--- src/rtl/pipeline_pkg.sv ---
// Shared definitions for the five-stage MIPS pipeline: fetch defaults,
// kernel-mode bit position and the IF/ID payload layout.
package pipeline_pkg;

  localparam int unsigned InstrWidth = 32;
  localparam int unsigned PcWidth    = 32;
  localparam int unsigned KernelBit  = 31;

  localparam logic [PcWidth-1:0]    ResetPcDefault   = 32'h0000_0000;
  localparam logic [PcWidth-1:0]    IrqVectorDefault = 32'h8000_0004;
  localparam logic [InstrWidth-1:0] NopWordDefault   = 32'h0000_0000;

  typedef struct packed {
    logic [InstrWidth-1:0] instruction;
    logic [PcWidth-1:0]    pc_plus4;
    logic                  valid;
  } if_id_t;

  // The kernel bit survives the increment; only the low bits wrap.
  function automatic logic [PcWidth-1:0] pc_increment(input logic [PcWidth-1:0] pc);
    return {pc[KernelBit], pc[KernelBit-1:0] + 31'd4};
  endfunction

endpackage

--- src/rtl/if_id_register.sv ---
// Pipeline register between fetch and decode with flush, hold and load controls.
// Flush beats hold beats load; with no control asserted the contents are kept.
module if_id_register
  import pipeline_pkg::*;
#(
  parameter logic [InstrWidth-1:0] NOP_WORD = NopWordDefault
) (
  input  logic                  i_clk,
  input  logic                  i_rst,
  input  logic                  i_load,
  input  logic                  i_flush,
  input  logic                  i_hold,
  input  logic [InstrWidth-1:0] i_instruction,
  input  logic [PcWidth-1:0]    i_pc_plus4,
  output logic [InstrWidth-1:0] o_instruction,
  output logic [PcWidth-1:0]    o_pc_plus4,
  output logic                  o_valid
);

  if_id_t stage_q, stage_d;

  always_comb begin
    stage_d = stage_q;
    if (i_flush) begin
      stage_d.instruction = NOP_WORD;
      stage_d.valid       = 1'b0;
    end else if (i_load && !i_hold) begin
      stage_d.instruction = i_instruction;
      stage_d.pc_plus4    = i_pc_plus4;
      stage_d.valid       = 1'b1;
    end
  end

  always_ff @(posedge i_clk) begin
    if (i_rst) begin
      stage_q.instruction <= NOP_WORD;
      stage_q.pc_plus4    <= '0;
      stage_q.valid       <= 1'b0;
    end else begin
      stage_q <= stage_d;
    end
  end

  assign o_instruction = stage_q.instruction;
  assign o_pc_plus4    = stage_q.pc_plus4;
  assign o_valid       = stage_q.valid;

endmodule

--- src/rtl/instruction_fetch_stage.sv ---
// Fetch stage: owns the PC, arbitrates branch/stall/jump/interrupt/sequential
// next-PC sources and fills the IF/ID register.
module instruction_fetch_stage
  import pipeline_pkg::*;
#(
  parameter logic [PcWidth-1:0]    RESET_PC   = ResetPcDefault,
  parameter logic [PcWidth-1:0]    IRQ_VECTOR = IrqVectorDefault,
  parameter logic [InstrWidth-1:0] NOP_WORD   = NopWordDefault
) (
  input  logic                  i_clk,
  input  logic                  i_rst,
  output logic [PcWidth-1:0]    o_pc,
  input  logic [InstrWidth-1:0] i_instruction,
  input  logic                  i_stall,
  input  logic                  i_jump,
  input  logic [PcWidth-1:0]    i_jump_target,
  input  logic                  i_branch_taken,
  input  logic [PcWidth-1:0]    i_branch_target,
  input  logic                  i_irq,
  output logic [InstrWidth-1:0] o_id_instruction,
  output logic [PcWidth-1:0]    o_id_pc_plus4,
  output logic                  o_id_valid,
  output logic [PcWidth-1:0]    o_epc,
  output logic                  o_irq_taken
);

  logic [PcWidth-1:0] pc_q, pc_d;
  logic [PcWidth-1:0] epc_q, epc_d;
  logic               irq_taken_q, irq_taken_d;
  logic [PcWidth-1:0] pc_plus4;
  logic               ifid_load, ifid_flush, ifid_hold;

  assign pc_plus4 = pc_increment(pc_q);

  always_comb begin
    pc_d        = pc_q;
    epc_d       = epc_q;
    irq_taken_d = 1'b0;
    ifid_load   = 1'b0;
    ifid_flush  = 1'b0;
    ifid_hold   = 1'b0;
    // EX branch is the oldest redirect, so it wins even over a load-use stall.
    if (i_branch_taken) begin
      pc_d       = i_branch_target;
      ifid_flush = 1'b1;
    end else if (i_stall) begin
      ifid_hold = 1'b1;
    end else if (i_jump) begin
      pc_d       = i_jump_target;
      ifid_flush = 1'b1;
    end else if (i_irq && !pc_q[KernelBit]) begin
      pc_d        = IRQ_VECTOR;
      epc_d       = pc_q;
      irq_taken_d = 1'b1;
      ifid_flush  = 1'b1;
    end else begin
      pc_d      = pc_plus4;
      ifid_load = 1'b1;
    end
  end

  always_ff @(posedge i_clk) begin
    if (i_rst) begin
      pc_q        <= RESET_PC;
      epc_q       <= '0;
      irq_taken_q <= 1'b0;
    end else begin
      pc_q        <= pc_d;
      epc_q       <= epc_d;
      irq_taken_q <= irq_taken_d;
    end
  end

  if_id_register #(
    .NOP_WORD(NOP_WORD)
  ) u_if_id (
    .i_clk        (i_clk),
    .i_rst        (i_rst),
    .i_load       (ifid_load),
    .i_flush      (ifid_flush),
    .i_hold       (ifid_hold),
    .i_instruction(i_instruction),
    .i_pc_plus4   (pc_plus4),
    .o_instruction(o_id_instruction),
    .o_pc_plus4   (o_id_pc_plus4),
    .o_valid      (o_id_valid)
  );

  assign o_pc        = pc_q;
  assign o_epc       = epc_q;
  assign o_irq_taken = irq_taken_q;

endmodule
--- config.mk ---
export PLATFORM = sky130hd
export DESIGN_NAME = instruction_fetch_stage
export DESIGN_NICKNAME = d
export VERILOG_FILES = /design/src/rtl/pipeline_pkg.sv /design/src/rtl/if_id_register.sv /design/src/rtl/instruction_fetch_stage.sv
export SDC_FILE = /design/constraint.sdc
export NUM_CORES = 1
export LEC_CHECK = 0
export ABC_CLOCK_PERIOD_IN_PS = 2620
export BUFFER_PORTS_ARGS = -buffer_cell sky130_fd_sc_hd__buf_2
export CORE_AREA = 4 4 122 124
export CTS_BUF_LIST = sky130_fd_sc_hd__clkbuf_8
export DETAILED_ROUTE_END_ITERATION = 8
export DIE_AREA = 0 0 126 128
export PLACE_DENSITY = 0.72
export SYNTH_ARGS = -nofsm -noshare
export SYNTH_HDL_FRONTEND = slang
export SYNTH_HIERARCHICAL = 1
export SYNTH_SLANG_ARGS = --single-unit
--- constraint.sdc ---
create_clock -name i_clk -period 2.62 [get_ports i_clk]
set_clock_uncertainty 0.2 [all_clocks]
set_input_delay 0 -clock i_clk [delete_from_list [all_inputs] [get_ports i_clk]]
set_output_delay 0 -clock i_clk [all_outputs]
set_load 0.05 [all_outputs]
==> impl_metrics.tcl <==
set metrics [dict create \
    run_status "completed" \
    postSynthCellCount 815 \
    r2r_cells 6 \
    cts_buffers 17 \
    worst_ir_drop_vdd_mv 0.386 \
    cts.htree.levels 4 \
    cts_max_path_buffers 2 \
    antenna_cells_inserted 0 \
    hp-class "primary input to flop" \
    die-width_um 126 \
    place_area_um2 7380 \
    die_height_um 128 \
    finalInstanceArea_um2 8770 \
    cellLeakagePower_nw 3.75 \
    fin_ws_ns 0.164 \
    initial_core_util_pct 44.3 \
    nNetsFinal 1222 \
    final_layout_size_suffix_gt1_share_pct 28.4 \
    arrival_ns 2.64 \
    cts_tree "done" \
    crit_start "o_pc[8]" \
    final_period_minus_worst_setup_slack_ns 2.46 \
    grt_usage_pct 25.5 \
    final_min_period_over_clock_period_pct 93.7 \
    postSynthAreaPerCell_um2 7.49 \
    buffers_added_on_ports 231 \
    finalWeightedCongestion 0.860 \
    post_synth_num_cell_types 50 \
    post_syn_nets 918 \
    cts.sink_count 130 \
    drv_cap 0 \
    synth_seq_cells 130 \
    rsz0062_at_grt "false" \
    detailroute.via_count 6893 \
    area_delta_synth_final_pct 43.7 \
    grt_start_max_net_pins 58 \
    post_cts.repair.setup_buffers 0 \
    synthesis.area_um2 6110 \
    clkLatencyLatePin_ns 0.44 \
    grt_pass1_vias 6674 \
    synth_edf_count 0 \
    timing.reg2reg.setup_slack_ns 0.16 \
    initial_antenna_violation_count 0 \
    first_pass_iters 5 \
    cp.required_ns 2.80 \
    setup_violation_total_in_the_final_timing_report 0 \
    grt_pass1_wl_um 33500 \
    synth-main-ff-cell "dfxtp_1" \
    clock_root_cell "clkbuf_8" \
    slew_viol_final 0 \
    startpoint_type "flop" \
    clock_pin_slew_of_the_registers_on_the_worst_case_setup_and_hold_paths_ns 0.08 \
    worst_max_slew_pin_slew_ns 0.705 \
    first_iter_violations 343 \
    final.hold.worst_slack_ns 0.0357 \
    pwr_density_cell_nw_per_um2 535 \
    worst_slew_margin_rel_pct 53.0 \
    die_ar_um2 16100 \
    worstPathMaxFanout 9 \
    endpoint "o_pc[17]" \
    route.detailed.wl_per_inst_um 16.2 \
    number_of_remaining_drc_errors 0 \
    final_hold_viol_count 0 \
    via_per_inst 5.25 \
    synth.yosys.warnings 6 \
    overflow 0 \
    detailedPlacementHpwl_um 14300 \
    synth-async-reset-ratio_pct 0 \
    utilization_pct 63.7 \
    max_fclk_mhz 407 \
    crit-reg2reg-launch "o_pc[8]" \
    drt-total-wl_um 21300 \
    preCtsSetupSlack_ns 0.0827 \
    regToRegEndpoint "o_pc[17]" \
    endpoint_kind "flop" \
    post_drt_antenna_nets 0 \
    floorplan.io_pins 232 \
    final.fill_count 1225 \
    core_um2 13800 \
    placementRows 43 \
    synth-seq-area-share_pct 42.6 \
    critPathKind "flop to flop" \
    fin_tns_setup_ns 0 \
]
## how the worst min path moves through the flow
stage,start,to,slack (ns),depth (start not counted)
detailed placement,i_instruction[23],u_if_id/o_instruction[23],0.05,3
global route,i_branch_taken,o_epc[25],0.06,5
global placement,i_instruction[23],u_if_id/o_instruction[23],0.04,3
CTS,i_branch_taken,o_epc[25],0.002,5
finish,i_branch_taken,o_pc[8],0.04,6
floorplan,i_instruction[17],u_if_id/o_instruction[17],-0.07,2
## sequential cells by signal, indices dropped and copies added, names as in the netlist
signal and count:
u_if_id/o_pc_plus4 32, o_irq_taken 1, u_if_id/o_instruction 32, u_if_id/o_valid 1, o_pc 32, o_epc 32
## layout by cell type, fill, tap and decap left out, drive strengths merged, types with 3 or more instances in the layout
cell         count
nor2b            4
mux2i            4
or3              4
a22oi            3
and4             3
bufinv           3
nor3            16
clkbuf          19
nand3           14
o21ai           39
buf            262
xnor2           13
nand4           10
nor2            39
nand2b           4
clkinv           6
inv             13
and3             5
a221oi           5
nor4             7
dfxtp          130
or2              8
xor2             8
nand2          222
dlygate4sd3     96
a211oi          11
o31a             6
a21oi          154
clkinvlp         5
o21a             5
## power breakdown
part	switching (W)	internal [W]	total [W]
Combinational	0.000482	0.000325	0.000807
Clock	0.000817	0.000988	0.00180
Sequential	0.0000605	0.00202	0.00208
Total	0.00136	0.00334	0.00469
## synthesized netlist by cell type (2+ instances only)
cell type	number	area share [%]
o21ai_0	34	2.8
nor4_1	3	0.31
nor2b_1	4	0.41
nand3_1	14	1.1
o21a_1	5	0.61
mux2i_1	4	0.66
a211oi_1	11	1.4
buf_4	3	0.37
and3_1	5	0.51
buf_2	21	1.7
nor3_4	2	0.53
nand2b_1	4	0.41
or2_1	4	0.41
nor3_2	2	0.33
nor2_1	39	2.4
o31a_1	6	0.86
a21oi_1	152	12
a21oi_2	2	0.29
a22oi_1	3	0.37
clkbuf_1	37	2.3
and4_1	3	0.43
nand4_4	2	0.70
xnor2_1	13	1.9
nand2_1	222	14
xor2_1	8	1.1
nand3b_1	2	0.25
o22ai_1	2	0.20
dfxtp_1	130	43
buf_1	3	0.18
o21ai_1	5	0.41
nand4_1	8	0.82
buf_6	8	1.5
and2_1	2	0.20
nor3_1	12	0.98
inv_1	13	0.80
or3_1	4	0.41
nor4_2	2	0.41
or2_2	4	0.41
a221oi_1	5	0.72
nor4_4	2	0.70
## repair_timing
action | in CTS | in global routing
setup endpoints to repair | 0 | 10
endpoints found under the hold margin | 84 | 0
hold buffers | 96 | 0
resized for setup | 0 | 5
## critical path, cell delays in order (launching register included)
cell and delay [ns]:
dfxtp_1 0.39, nand4_4 0.16, or3_4 0.49, nor2_1 0.18, o21ai_0 0.11, a211oi_1 0.28, dlygate4sd3_1 0.59
## per-layer routing
| metal | vias to the layer above | wire, um | GRT usage [%] |
|---|---|---|---|
| met5 | - | 0 | 0 |
| met4 | 0 | 568 | 10.3 |
| met3 | 44 | 1820 | 6.21 |
| met2 | 323 | 9960 | 42.7 |
| met1 | 3169 | 8920 | 31.7 |
| li1 | 3357 | - | - |
## cell type report
cell class / instances / area [um2] / share of cell area (%)
flip-flops and latches: 130 / 2610 / 29.7
clock inverters: 13 / 160 / 1.83
repair buffers: 358 / 2360 / 26.9
well taps: 180 / 225 / 2.57
inverters: 14 / 52.6 / 0.599
multi-input cells: 598 / 3100 / 35.4
clock buffers: 19 / 262 / 2.98
## cells by family after synthesis
group | after synthesis | synth area share (%)
simple gates | 344 | 26.1
compound gates | 228 | 20.5
flops | 130 | 42.6
buf+inv | 87 | 6.96
xor+xnor | 21 | 3.01
mux | 4 | 0.655
fa+ha+maj | 1 | 0.205
## per-stage QoR
| step | instances | total power (W) |
|---|---|---|
| 2_1_floorplan | 815 | 0.00256 |
| 3_3_place_gp | 1184 | 0.00278 |
| 3_5_place_dp | 1184 | 0.00279 |
| 4_1_cts | 1312 | 0.00471 |
| 5_1_grt | 1312 | 0.00486 |
| 6_report | 1312 | 0.00469 |
(Power assumes the default switching activity.)
